**src/rtl/dmem_pkg.sv**
```systemverilog
// rtl/dmem_pkg.sv - shared types and defaults for the data-memory arbiter
package dmem_pkg;

  localparam int ADDR_W_DEF = 8;
  localparam int DATA_W_DEF = 8;

  typedef enum logic [1:0] {IDLE, RD_WAIT, RESP} state_t;
  typedef enum logic {CORE = 1'b0, HOST = 1'b1} req_id_t;

endpackage

```
**src/rtl/rr_arb2.sv**
```systemverilog
// rtl/rr_arb2.sv - two-way round-robin picker; bit 0 = core, bit 1 = host
module rr_arb2
  import dmem_pkg::*;
(
  input  logic    [1:0] req,
  input  req_id_t       ptr,
  input  logic          en,
  output logic    [1:0] gnt_onehot,
  output req_id_t       next_ptr
);

  always_comb begin
    gnt_onehot = 2'b00;
    if (en) begin
      // On a tie the requester that did not win last time goes first.
      if (req == 2'b11) gnt_onehot = (ptr == HOST) ? 2'b01 : 2'b10;
      else              gnt_onehot = req;
    end
    if (gnt_onehot[1])      next_ptr = HOST;
    else if (gnt_onehot[0]) next_ptr = CORE;
    else                    next_ptr = ptr;
  end

endmodule

```
**src/rtl/dmem_arbiter.sv**
```systemverilog
// rtl/dmem_arbiter.sv - core/host arbiter in front of the single-port data memory
module dmem_arbiter
  import dmem_pkg::*;
#(
  parameter int ADDR_W  = ADDR_W_DEF,
  parameter int DATA_W  = DATA_W_DEF,
  parameter int DEPTH   = 3,
  parameter int MEM_LAT = 1
) (
  input  logic              clk,
  input  logic              rst_n,
  input  logic              c_req,
  input  logic              c_we,
  input  logic [ADDR_W-1:0] c_addr,
  input  logic [DATA_W-1:0] c_wdata,
  output logic              c_gnt,
  output logic              c_rvalid,
  output logic [DATA_W-1:0] c_rdata,
  output logic              c_err,
  input  logic              h_req,
  input  logic              h_we,
  input  logic [ADDR_W-1:0] h_addr,
  input  logic [DATA_W-1:0] h_wdata,
  output logic              h_gnt,
  output logic              h_rvalid,
  output logic [DATA_W-1:0] h_rdata,
  output logic              h_err,
  output logic              m_en,
  output logic              m_we,
  output logic [ADDR_W-1:0] m_addr,
  output logic [DATA_W-1:0] m_wdata,
  input  logic [DATA_W-1:0] m_rdata
);

  state_t      state;
  req_id_t     ptr, next_ptr, owner, win_id, cap_owner;
  logic        owner_oor;
  logic [1:0]  lat_cnt;
  logic [1:0]  gnt;
  logic        arb_en, any_gnt, win_we, win_oor, c_oor, h_oor;
  logic        lat_done, cap, cap_oor;
  logic [ADDR_W-1:0] win_addr;
  logic [DATA_W-1:0] win_wdata, cap_data;

  // Grants are also held off while reset is asserted so outputs drop at once.
  assign arb_en = (state == IDLE) && rst_n;

  rr_arb2 u_rr (
    .req        ({h_req, c_req}),
    .ptr        (ptr),
    .en         (arb_en),
    .gnt_onehot (gnt),
    .next_ptr   (next_ptr)
  );

  assign c_oor     = c_addr >= ADDR_W'(DEPTH);
  assign h_oor     = h_addr >= ADDR_W'(DEPTH);
  assign any_gnt   = |gnt;
  assign win_id    = gnt[1] ? HOST : CORE;
  assign win_we    = gnt[1] ? h_we    : c_we;
  assign win_addr  = gnt[1] ? h_addr  : c_addr;
  assign win_wdata = gnt[1] ? h_wdata : c_wdata;
  assign win_oor   = gnt[1] ? h_oor   : c_oor;

  assign c_gnt   = gnt[0];
  assign h_gnt   = gnt[1];
  assign c_err   = gnt[0] & c_oor;
  assign h_err   = gnt[1] & h_oor;
  assign m_en    = any_gnt & ~win_oor;
  assign m_we    = m_en & win_we;
  assign m_addr  = m_en ? win_addr : '0;
  assign m_wdata = m_we ? win_wdata : '0;

  // m_rdata is sampled on the edge that enters RESP; with MEM_LAT=1 that is the grant edge.
  assign lat_done  = (lat_cnt == 2'(MEM_LAT - 2));
  assign cap       = ((state == IDLE) && any_gnt && !win_we && (MEM_LAT == 1)) ||
                     ((state == RD_WAIT) && lat_done);
  assign cap_owner = (state == IDLE) ? win_id  : owner;
  assign cap_oor   = (state == IDLE) ? win_oor : owner_oor;
  assign cap_data  = cap_oor ? '0 : m_rdata;

  always_ff @(posedge clk or negedge rst_n) begin
    if (!rst_n) begin
      state     <= IDLE;
      ptr       <= HOST;
      owner     <= CORE;
      owner_oor <= 1'b0;
      lat_cnt   <= 2'd0;
      c_rvalid  <= 1'b0;
      h_rvalid  <= 1'b0;
      c_rdata   <= '0;
      h_rdata   <= '0;
    end else begin
      c_rvalid <= 1'b0;
      h_rvalid <= 1'b0;
      ptr      <= next_ptr;
      if (cap) begin
        if (cap_owner == HOST) begin
          h_rvalid <= 1'b1;
          h_rdata  <= cap_data;
        end else begin
          c_rvalid <= 1'b1;
          c_rdata  <= cap_data;
        end
      end
      case (state)
        IDLE: begin
          if (any_gnt && !win_we) begin
            owner     <= win_id;
            owner_oor <= win_oor;
            lat_cnt   <= 2'd0;
            state     <= (MEM_LAT == 1) ? RESP : RD_WAIT;
          end
        end
        RD_WAIT: begin
          if (lat_done) state <= RESP;
          else          lat_cnt <= lat_cnt + 2'd1;
        end
        RESP:    state <= IDLE;
        default: state <= IDLE;
      endcase
    end
  end

endmodule

```
**config.mk**
```make
export PLATFORM = sky130hd
export DESIGN_NAME = dmem_arbiter
export DESIGN_NICKNAME = d
export VERILOG_FILES = /design/src/rtl/dmem_pkg.sv /design/src/rtl/rr_arb2.sv /design/src/rtl/dmem_arbiter.sv
export SDC_FILE = /design/constraint.sdc
export NUM_CORES = 1
export LEC_CHECK = 0
export CORE_ASPECT_RATIO = 1.75
export CORE_MARGIN = 8
export CORE_UTILIZATION = 30
export CTS_BUF_LIST = sky130_fd_sc_hd__clkbuf_2 sky130_fd_sc_hd__clkbuf_4 sky130_fd_sc_hd__clkbuf_8
export DETAILED_ROUTE_END_ITERATION = 12
export PLACE_DENSITY = 0.78
export RECOVER_POWER = 25
export SKIP_CTS_REPAIR_TIMING = 1
export SLEW_MARGIN = 10
export SYNTH_ARGS = -nofsm -noshare
export SYNTH_HDL_FRONTEND = slang
export SYNTH_HIERARCHICAL = 1
export SYNTH_SLANG_ARGS = --single-unit
```
**constraint.sdc**
```tcl
create_clock -name clk -period 1.9 [get_ports clk]
set_clock_uncertainty 0.2 [all_clocks]
set_input_delay 0.19 -clock clk [delete_from_list [all_inputs] [get_ports clk]]
set_output_delay 0.19 -clock clk [all_outputs]
set_load 0.05 [all_outputs]
```
After elaboration in Yosys (flattened, before gate mapping)
Index checks and enable logic that the tools add are counted.
{"block": "classes", "n_bitwise": 6, "eq_ne": 6, "addsub": 1, "mux": 25, "reduce_logical": 16, "magnitude_cmp": 2}
{"operator": "2-to-1 mux 8 bit", "count": 5}
{"operator": "greater-or-equal comparator 8 x 2 -> 1 bit, second input constant", "count": 2}
{"operator": "2-to-1 mux 2 bit", "count": 7}
{"operator": "2-to-1 mux 1 bit", "count": 11}
{"operator": "one-hot mux 2 bit (2 select lines)", "count": 2}
{"operator": "AND reduction 2 bit", "count": 4}
{"operator": "logical AND 1 bit", "count": 5}
{"operator": "AND 1 bit", "count": 4}
{"operator": "equality test 2 bit, second input constant", "count": 2}
{"operator": "!= test 2 bit, second input constant", "count": 2}
{"operator": "nonzero test 2 bit", "count": 2}
{"operator": "AND reduction 3 bit", "count": 1}
{"operator": "adder 2 x 1 -> 2 bit, second input constant", "count": 1}
{"operator": "equality test 2 x 1 -> 1 bit, second input constant", "count": 1}
{"operator": "zero test 2 bit", "count": 1}
{"operator": "!= test 2 x 1 -> 1 bit, second input constant", "count": 1}
{"operator": "NOT 1 bit", "count": 2}
{"operator": "OR reduction 2 bit", "count": 1}
{"operator": "zero test 1 bit", "count": 1}
{"operator": "logical OR 1 bit", "count": 1}
{"block": "totals", "word_cells": 65, "reg_bits": 25, "output_inout_bits": 40}

Depth between registers and ports, before layout
{"block": "depth", "ltp_word": 8, "depth_mapped": 8, "mapped_depth_nobuf": 6}

By module
Netlist, hierarchy kept.
{"module": "dmem_arbiter", "area_per_inst_um2": 1021.0, "cells_each": 96, "n_inst": 1}
{"module": "rr_arb2", "area_per_inst_um2": 36.3, "cells_each": 7, "n_inst": 1}

Worst setup path after synthesis
Ideal clock, no wire load.
{"block": "synth_path", "kind": "register -> output", "from": "reg state[1]", "to": "out m_wdata[0]", "n_path_buf": 2, "t_required_ns": 1.510, "t_arrival_ns": 2.990, "slack_ns": -1.480, "path_stages_with_launch": 9, "cell_sequence": "dfrtp_1 -> nor2b_1 -> nand2_1 -> a21oi_1 -> buf_6 -> and2_1 -> clkbuf_1 -> a22oi_1 -> a21oi_1"}
{"block": "synth_via", "elab_chain_len": 8, "word_cells_on_any_way": 11}
{"item": "start: declaration", "line_no": "dmem_arbiter.sv:35", "text": "state_t state;"}
{"item": "start signal: assignment", "line_no": "dmem_arbiter.sv:112", "text": "state <= (MEM_LAT == 1) ? RESP : RD_WAIT;"}
{"item": "zero test 2 bit *", "line_no": "dmem_arbiter.sv:46", "text": "assign arb_en = (state == IDLE) && rst_n;"}
{"item": "logical AND 1 bit *", "line_no": "dmem_arbiter.sv:46"}
{"item": "via arb_en", "line_no": "dmem_arbiter.sv:40", "text": "logic arb_en, any_gnt, win_we, win_oor, c_oor, h_oor;"}
{"item": "2-to-1 mux 2 bit *", "line_no": "rr_arb2.sv:14", "text": "if (en) begin"}
{"item": "via h_gnt", "line_no": "dmem_arbiter.sv:24", "text": "output logic h_gnt,"}
{"item": "2-to-1 mux 1 bit", "line_no": "dmem_arbiter.sv:63", "text": "assign win_oor = gnt[1] ? h_oor : c_oor;"}
{"item": "NOT 1 bit", "line_no": "dmem_arbiter.sv:69", "text": "assign m_en = any_gnt & ~win_oor;"}
{"item": "AND 1 bit", "line_no": "dmem_arbiter.sv:69"}
{"item": "AND 1 bit", "line_no": "dmem_arbiter.sv:70", "text": "assign m_we = m_en & win_we;"}
{"item": "2-to-1 mux 8 bit *", "line_no": "dmem_arbiter.sv:72", "text": "assign m_wdata = m_we ? win_wdata : '0;"}
{"item": "end: declaration", "line_no": "dmem_arbiter.sv:31", "text": "output logic [DATA_W-1:0] m_wdata,"}
The timed path passes the listed nets; every way through them passes the cells marked *.

Worst setup path after layout
{"block": "layout_path", "from": "reg state[1]", "to": "out m_wdata[4]"}
{"block": "layout_via", "elab_chain_len": 8, "word_cells_on_any_way": 11}
{"item": "zero test 2 bit *", "line_no": "dmem_arbiter.sv:46"}
{"item": "logical AND 1 bit *", "line_no": "dmem_arbiter.sv:46"}
{"item": "via arb_en", "line_no": "dmem_arbiter.sv:40"}
{"item": "2-to-1 mux 2 bit *", "line_no": "rr_arb2.sv:14"}
{"item": "2-to-1 mux 1 bit", "line_no": "dmem_arbiter.sv:63"}
{"item": "NOT 1 bit", "line_no": "dmem_arbiter.sv:69"}
{"item": "AND 1 bit", "line_no": "dmem_arbiter.sv:69"}
{"item": "AND 1 bit", "line_no": "dmem_arbiter.sv:70"}
{"item": "2-to-1 mux 8 bit *", "line_no": "dmem_arbiter.sv:72"}
Marked as above.

==> qor.txt <==
First DRT Iteration DRCs: 10
worst path cell trace: nor2b_4, nand2_2, a21oi_4, nor2b_4, nand3_4, clkbuf_16, a21oi_4, buf_12
routed wire length: 4970 um
Commonest cells post-synth: dfrtp_1, a22o_1, a21oi_1
worst path bufs/invs: 2
synth warn: 6
Sw Ratio: 0.295
critical path's largest stage delay: 0.42 ns
status: complete, but fails checks
Post-synth EDFFs: 0
Vias: 1304
vias in the first global route: 1435
Reg area: 502 um^2
CP startpoint kind: register
Final Setup Violations: 25
Sequential Power Share: 0.378
number of diodes: 0
Req. time, crit path: 1.51 ns
Synth-to-Final Area Change: 147%
Filler Cell Count: 210
ANT nets after route: 0
critical path data arrival time: 1.89 ns
clock root buffer: clkbuf_8
Hold Slack: 0.275 ns
CTS tree: done
post-synth top area cell: dfrtp_1
Inserted Clock Buffers: 3
Die ar.: 5750 um^2
Worst-path clk slew: 0.07 ns
I/O Buffers: 79
share of cells above drive strength 1: 0.462
crit path max fanout: 6
Finished Cell Area: 2610 um^2
largest net degree at the start of global routing: 21
placed insts: 240
Final Max Tran Viols: 0
initial antenna violation count: 0
H-tree Lvls: 1
critical path class: reg -> out
failing checks: setup timing
top cell type's share of synthesized area: 0.450
Worst VDD drop: 0.264 mV
Final Wtd Congestion: 0.761
PwrDens: 464 nW/um^2
Final nets: 257
routed len/inst: 19.5 um
slowest library cell on the worst path: dfrtp_1
internal power: 854 uW
clk sinks: 20
row count: 28
LEAKAGE: 0.00111 uW
cell with the most instances after synthesis: dfrtp_1
final hold vios: 0
grt ovf: 0
post-synthesis sequential area ratio: 0.475
Starting Density: 0.314
Top delay family on crit path: simple AND/OR/NAND/NOR gates
clock insertion delay at the later pin of the skew report: 0.25 ns
Die Y: 94.5 um
DRC: 0
max-cap viol count: 0
Post-DP HPWL: 3830 um
All-Layer GR Usage: 0.158
Final Non-Filler Cells: 255
Period minus WS final: 2.28 ns
top post-synthesis cells by area: dfrtp_1, a22o_1, a21oi_1, a22oi_1, buf_4
fin util: 0.776
DP Worst Slack: -0.506 ns
post-placement cell area: 2330 um^2
Mapped Cells: 103
clk buf depth: 2
first-pass GRT wire length: 6940 um
RSZ-0062 raised after global routing: yes
multi-input logic area: 737 um^2
I/O pin total: 86
combinational share of power: 0.364
drt first pass iters: 4
Core Box Area: 3360 um^2
crit end category: output port
sw power: 357 uW
Distinct cells, synth: 26
register bit count reported by yosys: 20
worst slew pin tran: 1.01 ns
Clock power frac: 0.258
crit share post-route: 1.20
Die Wd: 60.9 um
average size of a mapped cell: 10.3 um^2
final setup margin: -0.378 ns
Post-Syn Area: 1060 um^2
Synth async-reset ratio: 1.00
vias per cell: 5.11
Main synth FF type: dfrtp_1
HP Class: in -> reg
fmax: 0.439 GHz
Max-slew headroom: 0.328
## worst register-to-register path, delay by kind of cell (launching register included)
kind | cells | cell delay [ns]
flops | 1 | 0.57
buf+inv | 3 | 0.37
simple gates | 1 | 0.53
compound gates | 2 | 0.34
## cell usage in the layout (no fill, tap or decap), types with 3 or more instances in the layout
cell type,count
clkdlybuf4s50_1,55
a21oi_4,13
buf_6,6
a22oi_2,8
nand2_2,4
nor2_1,3
dfrtp_1,19
a22o_1,16
conb_1,6
clkbuf_8,4
buf_12,18
buf_4,29
## area by class of cell
type                            instances  area share
Timing Repair Buffer                  112       0.478
Multi-Input combinational cell         71       0.282
Sequential cell                        20       0.192
Tap cell                               45      0.0216
Clock buffer                            4      0.0211
Inverter                                3     0.00432
## kinds of logic (layout without fill, tap and decap cells)
family	count (synthesis)	in the layout	share of synthesized area
flip-flops	20	20	0.475
buffers and inverters	18	119	0.102
AO/OA/AOI/OAI	42	42	0.288
AND/OR/NAND/NOR	20	21	0.114
other	1	6	0.00355
multiplexers	2	2	0.0189
## metrics by stage
step | setup TNS (ns) | total power [uW]
after floorplan | -11.21 | 645
after global placement | -12.57 | 832
after detailed placement | -13.58 | 841
after CTS | -9.12 | 1160
after global routing | -8.07 | 1270
final | -6.08 | 1210
## power groups by stage
stage	Clock, uW	Combinational, uW	Sequential (uW)
6_report	312	441	458
5_1_grt	346	463	460
4_1_cts	321	379	455
3_5_place_dp	0	377	463
3_3_place_gp	0	369	463
2_1_floorplan	0	161	484
## final timing paths
kind                            start    endpoint  slack [ns]  depth (start not counted)
max                          state[1]  m_wdata[4]       -0.38                          8
min reg2reg                h_rdata[3]  h_rdata[3]        0.31                          1
min                             rst_n         ptr        0.27                          5
min in group asynchronous       rst_n  c_rdata[0]        0.59                          3
max in group asynchronous       rst_n  c_rdata[4]        0.30                          3
max reg2reg                       ptr  c_rdata[7]       -0.22                          6
## registers in the layout (all words and copies together) (netlist names)
name      flops
state         1
ptr           1
h_rdata       8
c_rvalid      1
c_rdata       8
h_rvalid      1
## per-layer routing
| layer | track usage | wire (um) | vias to the layer above |
|---|---|---|---|
| met5 | 0 | 0 | - |
| met4 | 0.0587 | 104 | 0 |
| met3 | 0.0777 | 546 | 8 |
| met2 | 0.284 | 2700 | 94 |
| met1 | 0.145 | 1620 | 614 |
| li1 | - | - | 588 |
No activity file was read; power rests on OpenSTA's default activity.
